### config.mk
export PLATFORM = sky130hd
export DESIGN_NAME = add_arbiter
export DESIGN_NICKNAME = d
export VERILOG_FILES = /design/src/rtl/add_arbiter.sv
export SDC_FILE = /design/constraint.sdc
export NUM_CORES = 1
export LEC_CHECK = 0
export CAP_MARGIN = 15
export CELL_PAD_IN_SITES_DETAIL_PLACEMENT = 2
export CELL_PAD_IN_SITES_GLOBAL_PLACEMENT = 2
export CORE_MARGIN = 10
export CORE_UTILIZATION = 21
export CTS_CLUSTER_DIAMETER = 40
export DETAILED_ROUTE_END_ITERATION = 8
export PLACE_DENSITY = 0.95
export SLEW_MARGIN = 40
export SYNTH_ARGS = -nofsm -noshare
export SYNTH_HDL_FRONTEND = slang
export SYNTH_SLANG_ARGS = --single-unit
### constraint.sdc
create_clock -name c -period 11.3 [get_ports c]
set_input_delay 1.695 -clock c [delete_from_list [all_inputs] [get_ports c]]
set_output_delay 1.695 -clock c [all_outputs]
set_load 0.02 [all_outputs]
### src/rtl/add_arbiter.sv
// Round-robin arbiter sharing one W-bit adder among N valid/ready requesters.
// Optional ADD_ARB_SAT_EN: unsigned saturation of rsp_y (rsp_co stays raw carry).
module add_arbiter #(
  parameter  int N   = 4,
  parameter  int W   = 8,
  localparam int IDW = $clog2(N)
) (
  input  logic             c,
  input  logic             r,
  input  logic [N-1:0]     req_valid,
  input  logic [N*W-1:0]   req_a,
  input  logic [N*W-1:0]   req_b,
  output logic [N-1:0]     req_ready,
  output logic             rsp_valid,
  input  logic             rsp_ready,
  output logic [IDW-1:0]   rsp_id,
  output logic [W-1:0]     rsp_y,
  output logic             rsp_co
);

  typedef enum logic {IDLE, HOLD} state_t;

  state_t           r_state;
  state_t           w_state_nxt;
  logic [IDW-1:0]   r_ptr;
  logic [IDW-1:0]   r_id;
  logic [W-1:0]     r_y;
  logic             r_co;

  logic             w_found;
  logic [IDW-1:0]   w_gnt;
  logic             w_can_accept;
  logic             w_xfer;
  logic [W-1:0]     w_a;
  logic [W-1:0]     w_b;
  logic [W:0]       w_sum;
  logic [W-1:0]     w_y;

  // Search ptr, ptr+1, ... wrapping at N-1; first valid requester wins.
  always_comb begin
    int unsigned    v_idx;
    logic [IDW-1:0] v_sel;
    w_found = 1'b0;
    w_gnt   = '0;
    v_idx   = 0;
    v_sel   = '0;
    for (int unsigned k = 0; k < N; k++) begin
      v_idx = 32'(r_ptr) + k;
      if (v_idx >= N) v_idx = v_idx - N;
      v_sel = IDW'(v_idx);
      if (!w_found && req_valid[v_sel]) begin
        w_found = 1'b1;
        w_gnt   = v_sel;
      end
    end
  end

  always_comb begin
    w_a = '0;
    w_b = '0;
    for (int unsigned i = 0; i < N; i++) begin
      if (w_gnt == IDW'(i)) begin
        w_a = req_a[i*W +: W];
        w_b = req_b[i*W +: W];
      end
    end
  end

  assign w_can_accept = !r && ((r_state == IDLE) || rsp_ready);
  assign w_xfer       = w_found && w_can_accept;
  assign w_sum        = {1'b0, w_a} + {1'b0, w_b};

`ifdef ADD_ARB_SAT_EN
  assign w_y = w_sum[W] ? '1 : w_sum[W-1:0];
`else
  assign w_y = w_sum[W-1:0];
`endif

  always_comb begin
    req_ready = '0;
    if (w_xfer) req_ready[w_gnt] = 1'b1;
  end

  // State register
  always_ff @(posedge c) begin
    if (r) r_state <= IDLE;
    else   r_state <= w_state_nxt;
  end

  // Next-state logic
  always_comb begin
    w_state_nxt = r_state;
    if (w_xfer)
      w_state_nxt = HOLD;
    else if ((r_state == HOLD) && rsp_ready)
      w_state_nxt = IDLE;
  end

  // Output logic
  always_comb begin
    rsp_valid = (r_state == HOLD);
    rsp_id    = r_id;
    rsp_y     = r_y;
    rsp_co    = r_co;
  end

  always_ff @(posedge c) begin
    if (r) begin
      r_ptr <= '0;
      r_id  <= '0;
      r_y   <= '0;
      r_co  <= 1'b0;
    end else if (w_xfer) begin
      r_ptr <= (w_gnt == IDW'(N-1)) ? '0 : w_gnt + IDW'(1);
      r_id  <= w_gnt;
      r_y   <= w_y;
      r_co  <= w_sum[W];
    end
  end

endmodule

# Word level (Yosys, flattened, before mapping)
# Cells that the tools add are included.
[totals] ff_bits=14 elab_cells=76 input_bits=71 output_inout_bits=16
[classes] n_eq_ne=3 n_bitwise=1 reduce_logical=14 addsub=9 n_mux=34 n_lt_le_gt_ge=10
[ops] op="two-way mux 8 bit" count=8
[ops] op="two-way mux 2 bit" count=9
[ops] op="less-than comparator 2 x 3 -> 1 bit, second input constant" count=5
[ops] op="two-way mux 1 bit" count=11
[ops] op="adder 8 x 8 -> 9 bit" count=1
[ops] op="greater-or-equal comparator 3 bit, second input constant" count=3
[ops] op="binary-select mux 1 bit (select 2 bit)" count=4
[ops] op="subtractor 2 x 1 -> 2 bit, second input constant" count=4
[ops] op="logical AND 1 bit" count=7
[ops] op="adder 2 x 2 -> 3 bit, second input constant" count=2
[ops] op="== test 2 bit, second input constant" count=2
[ops] op="logical NOT 1 bit" count=4
[ops] op="two-way mux 4 bit" count=1
[ops] op="adder 2 x 1 -> 3 bit, second input constant" count=1
[ops] op="greater-or-equal comparator 2 x 3 -> 1 bit, second input constant" count=1
[ops] op="adder 2 x 1 -> 2 bit, second input constant" count=1
[ops] op="demux 1 bit (select 2 bit)" count=1
[ops] op="== test 2 x 1 -> 1 bit, second input constant" count=1
[ops] op="greater-or-equal comparator 2 x 1 -> 1 bit, second input constant" count=1
[ops] op="logical NOT 2 bit" count=1
[ops] op="nonzero test 2 bit" count=1
[ops] op="logical OR 1 bit" count=1
[ops] op="NOT 1 bit" count=1

# Longest topological paths before layout
# Gate-level depths: netlist (run 1).
[logic_depth] depth_word=20 depth_mapped=17 depth_no_buf=14

# Worst setup path after synthesis (run 1)
# No wires, ideal clock.
[synth_path] path_type="input -> output" startpoint="input req_valid[2]" endpoint="output req_ready[3]" path_stages=8 slack_ns=6.380 path_buffers=2 arrival_time_ns=3.225 required_time_ns=9.605 path_cell_list="mux2_2 nand2_1 and3_1 nor2b_1 ha_1 buf_1 clkbuf_1 and2_1"
[synth_via] elab_chain_len=17 elab_cells_between_ends=29 classes_between="order compare (2); mux (19); reduce/logical (8)"
[synth_rtl] element="start, declared" line_no="10" text="input logic [N-1:0] req_valid,"
[synth_rtl] element="binary-select mux 1 bit (select 2 bit)" line_no="51" text="if (!w_found && req_valid[v_sel]) begin"
[synth_rtl] element="two-way mux 1 bit (not written as such)" line_no="51"
[synth_rtl] element="two-way mux 1 bit" line_no="51"
[synth_rtl] element="logical NOT 1 bit" line_no="51"
[synth_rtl] element="logical AND 1 bit" line_no="51"
[synth_rtl] element="two-way mux 1 bit" line_no="51"
[synth_rtl] element="logical NOT 1 bit" line_no="51"
[synth_rtl] element="logical AND 1 bit" line_no="51"
[synth_rtl] element="(+2 left out)"
[synth_rtl] element="logical AND 1 bit" line_no="51"
[synth_rtl] element="two-way mux 2 bit (*)" line_no="51"
[synth_rtl] element="via w_gnt[0]" line_no="31" text="logic [IDW-1:0] w_gnt;"
[synth_rtl] element="less-than comparator 2 x 3 -> 1 bit (not written as such) / greater-or-equal comparator 2 x 1 -> 1 bit (equally long branches)" line_no="81" text="if (w_xfer) req_ready[w_gnt] = 1'b1;"
[synth_rtl] element="logical AND 1 bit (not written as such)" line_no="81"
[synth_rtl] element="two-way mux 1 bit (not written as such)" line_no="81"
[synth_rtl] element="demux 1 bit (select 2 bit) (*)" line_no="81"
[synth_rtl] element="two-way mux 4 bit (*)" line_no="81"
[synth_rtl] element="end, declared" line_no="13" text="output logic [N-1:0] req_ready,"
# Mark *: on every way through the listed nets, which the timed path passes. The rest lies on a longest branch. The select of a mux whose other input is x is not followed.

# Worst setup path after layout (run 1)
[layout_path] startpoint="input req_valid[2]" endpoint="output req_ready[1]"
# Same word-level chain as after synthesis.

==> run metrics, run 1 <==
status complete, no violations; max cap viols 0; Max Freq 0.162 GHz; DR vias 1776; r2r startpoint r_ptr[1]; post-route ant nets 0; Most used DFF post-synth dfxtp_1; H-tree depth 1; Final Cycle Share 54.6%; startpoint types input pin; PwrDens 185 nW/µm²; Syn Nets 274; Worst EP required roughly 9.6 ns; Clk pin slew, worst setup/hold paths approximately 0.060 ns; Rows 30; clk root buf clkbuf_8; Slew Limit Fails 0; worst-path maximum fanout 18; die area 10700 µm²; DRC Markers 0; R2R setup slack between 6 and 7 ns; postcts setup bufs 0; number of synthesized flops with an enable pin 0; HP Class register to register; worst hold path depth 2; hold path endpoint rsp_id[0]; Final Skew 0.00465 ns; post-route setup slack between 5 and 6 ns; CP Capture Type primary output; placed insts 361; CP arrival 4.48 ns; RR Endpoint rsp_co; vias in the first global route between 2000 and 2500; Crit Path Class input pin to primary output; Finished Cell Area 2470 µm²; Unique masters post-synth 37; Leak 0.000893 µW; filler instances around 800; Syn Area/Cell 7.72 µm²; Post-Layout Cell Count 365; hold bufs inserted after CTS 0; initial antenna violation count 0; DRT iter0 DRCs 42; Ys Warns 0; min Tclk post-route a little over 6 ns; Multi-input gate area 1110 µm²; worst hold start rsp_id[0]; clk_lat worst skew 0.25 ns; cell area after placement roughly 2400 µm²; TritonCTS Buffers 3; Port Buffers 86; dpl ws 5.15 ns; layout cell share with drive strength beyond 1 4.09%; area of the core a little under 7000 µm²; Initial Utilization 21.6%; GP Congestion 0.749; relative slew slack 53.5%; Seq. cell area 280 µm²; Seq/Total Area, Yosys a little under a fifth; # setup viols final 0; CTS max path bufs 2; first-pass GRT wire length roughly 11000 µm; post_cts resized 0; RSZ-0062 raised after global routing false; die height 104 µm; Post-Synthesis Cells 190; final wirelength 6320 µm; largest net degree at the start of global routing 34; nets@finish 354; IO Pins 87; Fin. Hold Viols 0; ys async rst share 0%; DP HPWL 5300 µm; Die X 104 µm; Slew @ Worst Pin 0.697 ns; CTS tree done; total congestion overflow 0; clock sink count 14; ANT cells 0; netlist area before placement approximately 1500 µm²; #FFs+latches synth 14; worst IR drop on VDD 0.0000422 V; GRT Overall Usage 11.6%; Worst R2R Path Depth 15; WL/cell ~17 µm; DRT Pass-1 Iters 4; Area Overhead vs Synth 68.3%; vias per cell 4.87; setup TNS 0 ns
## how the worst max path moves through the flow
stage                     cells past startpoint            to  slack, ns    startpoint
after global routing                          8  req_ready[1]       4.97  req_valid[0]
final                                         8  req_ready[1]       5.13  req_valid[2]
after global placement                        8  req_ready[1]       5.22  req_valid[0]
after CTS                                     8  req_ready[1]       5.14  req_valid[0]
after detailed placement                      8  req_ready[1]       5.15  req_valid[0]
after floorplan                               8  req_ready[3]       6.38  req_valid[2]
## final cells by class
type                            instances  share of cell area, %
Timing Repair Buffer                   90                   36.1
Sequential cell                        14                   11.4
Clock buffer                            4                   2.23
Multi-Input combinational cell        157                   44.9
Tap cell                               96                   4.87
Inverter                                4                  0.608
## metrics by stage
step | power, µW | hold WS [ns] | utilization (%)
2_1_floorplan | 290 | 0.499 | -
3_3_place_gp | 397 | 0.449 | 35.5
3_5_place_dp | 411 | 0.463 | 35.5
4_1_cts | 464 | 0.472 | 36.3
5_1_grt | 506 | 0.495 | 36.3
6_report | 458 | 0.469 | 36.3
## sequential cells by signal, indices dropped and copies added (netlist names)
register,count
rsp_valid,1
rsp_y,8
rsp_co,1
r_ptr,2
rsp_id,2
## cell usage after synthesis, drive strengths merged, types with 2 or more instances
library cell,n,area [µm²]
o211ai,2,15.0
nand2,27,101
o31ai,17,128
a221oi,16,140
dfxtp,14,280
or3,2,12.5
buf,6,35.0
nand2b,6,37.5
nor4,2,27.5
o21ai,8,40.0
inv,4,15.0
a211oi,2,15.0
ha,12,150
nor2,3,11.3
and2,4,25.0
nand3b,10,75.1
nor3,2,10.0
a21o,2,15.0
o311ai,2,17.5
o21a,2,15.0
clkbuf,9,33.8
nor2b,20,125
xnor2,2,17.5
a21oi,7,35.0
## worst max-delay path, stage by stage
cell and delay (ns):
clkdlybuf4s50_1 0.51, mux2_2 0.31, nand2_1 0.08, and3_1 0.19, nor2b_1 0.21, ha_1 0.64
and2_1 0.23, clkdlybuf4s50_1 0.61
## metal layers
metal / GRT usage (%) / wire length, µm / vias up
met2: 21.1 / 3140 / 54
li1: - / - / 866
met4: 2.62 / 53 / 0
met5: 0 / 0 / -
met3: 3.78 / 443 / 5
met1: 12.5 / 2680 / 851
## layout by cell type, fill, tap and decap left out, types with 7 or more instances in the layout
cell type,count
a21oi_1,7
a221oi_1,16
clkdlybuf4s50_1,86
dfxtp_1,14
ha_1,12
nand2_1,27
nand3b_1,10
nor2b_1,20
o21ai_0,8
o31ai_1,17
## kinds of logic after synthesis
| family | share of synthesized area [%] |
|---|---|
| AO/OA/AOI/OAI | 30.5 |
| XOR/XNOR | 1.79 |
| adder cells (fa/ha/maj) | 11.6 |
| buffers and inverters | 5.72 |
| flip-flops | 19.1 |
| multiplexers | 1.45 |
| AND/OR/NAND/NOR | 29.9 |
## power by group
group / leakage, µW / switching (µW) / internal [µW] / total, µW
registers: 0.000116 / 9.84 / 67.1 / 76.9
clock network: 0.0000288 / 18.7 / 30.9 / 49.6
logic: 0.000748 / 178 / 153 / 331
total: 0.000893 / 207 / 251 / 458
No activity file was read; power rests on OpenSTA's default activity.
==> run 2, diff against run 1 <==
CORE_UTILIZATION = 17   (was 21)
PLACE_DENSITY = 0.84   (was 0.95)
clock period = 5.27 ns   (was 11.3 ns; I/O delays follow)
==> run 2 against run 1 <==
Against the previous run:
- combinational power increased by 120%
- setup slack got worse by 4.3 ns
- non-clock buffer count increased by 2
- via count decreased by 2.6%
- largest power group unchanged
==> run metrics, run 2 (same netlist as run 1, synthesis figures left out) <==
GRT Overall Usage 9.16% (-2.4 points); Seq. cell area 280 µm² (unchanged); Post-Layout Cell Count 376 (+3.0%); vias in the first global route 1966 (-5.1%); total congestion overflow 0 (unchanged); # setup viols final 0 (unchanged); postcts setup bufs 0 (unchanged); min Tclk post-route between 4 and 5 ns; Slew Limit Fails 0 (unchanged); relative slew slack 46.9% (-6.6 points); clk root buf clkbuf_8; die area 12700 µm² (+19%); WL/cell 16.8 µm (-3.2%); max reg flops 8 (unchanged); Clk pin slew, worst setup/hold paths 0.06 ns (about the same); die height 113 µm (+9.0%); H-tree depth 1 (unchanged); most frequent cells in the layout 86 x clkdlybuf4s50_1, 27 x nand2_1, 20 x nor2b_1, 17 x o31ai_1, 16 x a221oi_1; clock sink count 14 (unchanged); ANT cells 0 (unchanged); Final Cycle Share 83.5%; most common cell after layout, fill and taps aside clkdlybuf4s50_1; clk_lat worst skew 0.24 ns (about the same); startpoint types input pin; DP HPWL 5520 µm (+4.0%); CP Capture Type register; Rows 33 (+10%); worst IR drop on VDD 0.0000936 V (+120%); worst-path maximum fanout 16 (-2); DRT iter0 DRCs 25 (-40%); HP Class register to register; Initial Utilization 17.7% (-3.9 points); Crit Path Class input pin to register; Final Skew 0.000769 ns (-0.00388 ns); Die X 113 µm (+9.0%); Fin. Hold Viols 0 (unchanged); post-route ant nets 0 (unchanged); dpl ws 0.471 ns (-4.68 ns); Multi-input gate area 1100 µm² (-0.23%); Leak 0.000900 µW (+0.85%); Port Buffers 86 (unchanged); Area Overhead vs Synth 70.0%; first-pass GRT wire length 9850 µm (-6.6%); DRC Markers 0 (unchanged); area of the core 8300 µm² (+22%); post-route setup slack 0.871 ns (-4.25 ns); Finished Cell Area 2490 µm² (+0.96%); GP Congestion 0.742 (-0.92%); placed insts 372 (+3.0%); max cap viols 0 (unchanged); fin util 30.0% (-6.3 points); post_cts resized 0 (unchanged); Max Freq 0.227 GHz; cell area after placement 2430 µm² (+1.1%); IO Pins 87 (unchanged); largest net degree at the start of global routing 28 (-18%); status complete, no violations; initial antenna violation count 0 (unchanged); Slew @ Worst Pin 0.790 ns (+0.0927 ns); vias per cell 4.60 (-5.5%); filler instances 945 (+19%); DR vias 1729 (-2.6%); CTS max path bufs 2 (unchanged); final wirelength 6300 µm (-0.33%); DRT Pass-1 Iters 3 (-1); RSZ-0062 raised after global routing false; setup TNS 0 ns (unchanged); layout cell share with drive strength beyond 1 4.80% (+0.71 points); PwrDens 397 nW/µm² (+110%); nets@finish 356 (+0.56%); hold bufs inserted after CTS 0 (unchanged); TritonCTS Buffers 3 (unchanged); CTS tree done; CP arrival 4.53 ns (+0.05 ns); Worst EP required 5.40 ns (-4.21 ns)
## run 2: cell count changes in the layout (fill, tap and decap cells not counted)
cell,before,now
ha_1,12,11
nor3_2,1,0
nor3_1,1,2
ha_2,0,1
buf_4,4,6
## run 2: worst max-delay path, stage by stage
cell and delay [ns]:
clkdlybuf4s50_1 0.51, mux2_2 0.31, nand2_1 0.08, and3_1 0.19, nor2b_1 0.21, ha_1 0.22
nor2b_1 0.06, buf_4 0.19, a221oi_1 0.28, o31ai_1 0.12, ha_1 0.28, fa_1 0.41
a21oi_1 0.29, o21a_1 0.18, a21oi_1 0.09, o41a_1 0.32
## run 2: layout make-up
class / count / share of cell area, %
multi-input combinational: 157 / 44.3
timing repair buffer: 92 / 36.3
sequential: 14 / 11.2
tap: 105 / 5.27
clock buffer: 4 / 2.21
inverter: 4 / 0.602
## run 2: report_power, final
| group | leakage [µW] | internal (µW) | switching (µW) |
|---|---|---|---|
| logic | 0.000755 | 336 | 384 |
| clock network | 0.0000288 | 66.2 | 39.2 |
| registers | 0.000116 | 144 | 21.6 |
## run 2: final timing paths
| kind | startpoint | to | slack, ns | cells after the start |
|---|---|---|---|---|
| max | req_valid[0] | rsp_co | 0.87 | 16 |
| min | rsp_id[0] | rsp_id[0] | 0.47 | 2 |
| max reg2reg | r_ptr[1] | rsp_co | 1.47 | 15 |
| min reg2reg | rsp_id[0] | rsp_id[0] | 0.47 | 2 |
## run 2: stage by stage
| step | hold WS (ns) | power [µW] |
|---|---|---|
| detailed placement | 0.466 | 899 |
| CTS | 0.475 | 1010 |
| global route | 0.504 | 1090 |
| finish | 0.468 | 991 |
| global placement | 0.446 | 864 |
| floorplan | 0.499 | 622 |
## run 2: per-layer routing
metal / up-vias / GRT usage (%) / part of all wire (%)
met3: 4 / 4.49 / 9.7
met5: - / 0 / 0
met2: 63 / 15.3 / 45
met4: 0 / 1.52 / 0.49
li1: 868 / - / -
met1: 794 / 10.4 / 45
==> run 3, diff against run 2 <==
CORE_UTILIZATION = 19   (was 17)
PLACE_DENSITY = 0.88   (was 0.84)
clock period = 4.1 ns   (was 5.27 ns; I/O delays follow)
==> run 3 against run 2 <==
Against the previous run:
- cell count rose by 4.3%
- clock skew rose by 0.0064 ns
- flip-flop and latch count did not move
- sequential share of layout area fell by 0.99 points
- critical path type unchanged
- count of clock-buffer cells in the layout did not move
- largest power group unchanged
- die area fell by 8.7%
- global-route usage rose by 2.4 points
- non-clock buffer count rose by 22
- clock power rose by 30%
- worst hold slack got worse by 0.0046 ns
- first-iteration DRC count rose by 32%
==> run metrics, run 3 (same netlist as run 1, synthesis figures left out) <==
Final Cycle Share 97.0%; Buffers & Inverters on Critical Path 2 (unchanged); cell family with most CP delay compound AO/OA/AOI/OAI gates; top sig layer met4; startpoint types input pin; CP Capture Type register; Pwr Total 1490 µW (+50%); vias in the first global route 2157 (+9.7%); Cell Chain, Critical Path clkdlybuf4s50_1 -> mux2_2 -> nand2_1 -> and3_4 -> nand2b_1 -> ha_1 -> nor2b_2 -> buf_6 -> a221oi_1 -> o31ai_2 -> ha_1 -> a211oi_2 -> o311ai_2 -> o311ai_0 -> o211ai_1; Clk pin slew, worst setup/hold paths 0.07 ns (about the same); max reg flops 8 (unchanged); status complete, no violations; CTS max path bufs 2 (unchanged); ANT cells 0 (unchanged); Finished Cell Area 2730 µm² (+9.6%); most common cell after layout, fill and taps aside clkdlybuf4s50_1; Crit Path Class input pin to register; clk root buf clkbuf_8; # setup viols final 0 (unchanged); DRC Markers 0 (unchanged); worst-path maximum fanout 13 (-3); cell area after placement 2590 µm² (+6.4%); fin util 37.1% (+7.0 points); Worst EP required 4.21 ns (-1.19 ns); met1 wire length 3050 µm (+7.7%); clock sink count 14 (unchanged); Port Buffers 86 (unchanged); DRT Pass-1 Iters 4 (+1); IO Pins 87 (unchanged); most frequent cells in the layout 86 x clkdlybuf4s50_1, 27 x nand2_1, 26 x buf_4, 18 x nor2b_1, 15 x o31ai_1; Area Overhead vs Synth 86.3%; min Tclk post-route between 3 and 4 ns; layout cell share with drive strength beyond 1 16.7% (+12 points); total congestion overflow 0 (unchanged); HP Class register to register; Slew Limit Fails 0 (unchanged); slowest stage cell, crit path clkdlybuf4s50_1; met3 wire length 507 µm (-17%); die area 11600 µm² (-8.7%); CTS tree done; Die X 108 µm (-4.5%); Fin. Hold Viols 0 (unchanged); Rows 31 (-6.1%); CP arrival 4.08 ns (-0.45 ns); H-tree depth 1 (unchanged); nets@finish 378 (+6.2%); metal2 WL 3580 µm (+27%); DR vias 1877 (+8.6%); relative slew slack 56.9% (+10 points); setup TNS 0 ns (unchanged); Seq. cell area 280 µm² (unchanged); filler instances 867 (-8.3%); DRT iter0 DRCs 33 (+32%); vias per cell 4.79 (+4.1%); CP max stage delay 0.47 ns (-0.04 ns); max cap viols 0 (unchanged); die height 108 µm (-4.5%); worst IR drop on VDD 0.000150 V (+60%); GRT Overall Usage 11.6% (+2.4 points); final wirelength 7190 µm (+14%); GP Congestion 0.771 (+3.9%); Initial Utilization 19.9% (+2.2 points); Slew @ Worst Pin 0.642 ns (-0.148 ns); Max Freq approximately 0.25 GHz; TritonCTS Buffers 3 (unchanged); Multi-input gate area 1170 µm² (+6.0%); hold bufs inserted after CTS 0 (unchanged); post-route ant nets 0 (unchanged); DP HPWL 6050 µm (+9.7%); Final Skew 0.00715 ns (+0.00638 ns); WL/cell 18.3 µm (+9.4%); clk_lat worst skew 0.25 ns (about the same); largest net degree at the start of global routing 28 (unchanged); PwrDens 545 nW/µm² (+37%); area of the core 7370 µm² (-11%); initial antenna violation count 0 (unchanged); Leak 0.00103 µW (+14%); first-pass GRT wire length 11000 µm (+12%); Worst path most repeated cell ha_1
run 3: worst paths after layout:
check               start   endpoint  slack [ns]  cells past startpoint
min reg2reg     rsp_id[0]  rsp_id[0]        0.46                      2
min             rsp_id[0]  rsp_id[0]        0.46                      2
max          req_valid[2]   rsp_y[7]        0.12                     15
max reg2reg      r_ptr[1]   rsp_y[7]        0.44                     14
run 3: metal layers:
| layer | track usage, % | vias to the layer above |
|---|---|---|
| li1 | - | 913 |
| met1 | 13.4 | 893 |
| met2 | 19.9 | 67 |
| met3 | 3.71 | 4 |
| met4 | 2.86 | 0 |
| met5 | 0 | - |
run 3: area by class of cell:
cell class	count	area share, %
multi-input cells	157	42.9
repair buffers	114	39.8
flip-flops and latches	14	10.3
well taps	99	4.53
clock buffers	4	2.01
inverters	4	0.549
run 3: per-stage QoR:
stage                     setup slack [ns]  hold slack [ns]  cells
after global placement             -0.0202            0.451    386
after detailed placement            -0.261            0.461    386
after global routing               -0.0445            0.487    392
after floorplan                      0.333            0.499    190
final                                0.123            0.464    392
after CTS                           0.0187            0.470    390
run 3: worst reg2reg max path, cell delays in order, from the launching register on:
cell and delay, ns:
dfxtp_1 0.44, mux2_2 0.36, nand2_1 0.09, and3_4 0.20, nand2b_1 0.09, ha_1 0.21
nor2b_2 0.16, buf_6 0.15, a221oi_1 0.38, o31ai_2 0.14, ha_1 0.35, a211oi_2 0.24
o311ai_2 0.15, o311ai_0 0.42, o211ai_1 0.15
run 3: repair_timing:
item / CTS / global route
cloned: 0 / 0
setup endpoints to repair: 2 / 6
pin swaps: 0 / 4
resized for setup: 1 / 15
endpoints found under the hold margin: 0 / 0
setup buffers: 0 / 2
run 3: power by group:
part | leakage, µW | switching, µW | internal, µW
Clock | 0.0000288 | 51.6 | 85.0
Sequential | 0.000116 | 28.3 | 185
Combinational | 0.000884 | 574 | 565
Total | 0.00103 | 654 | 835
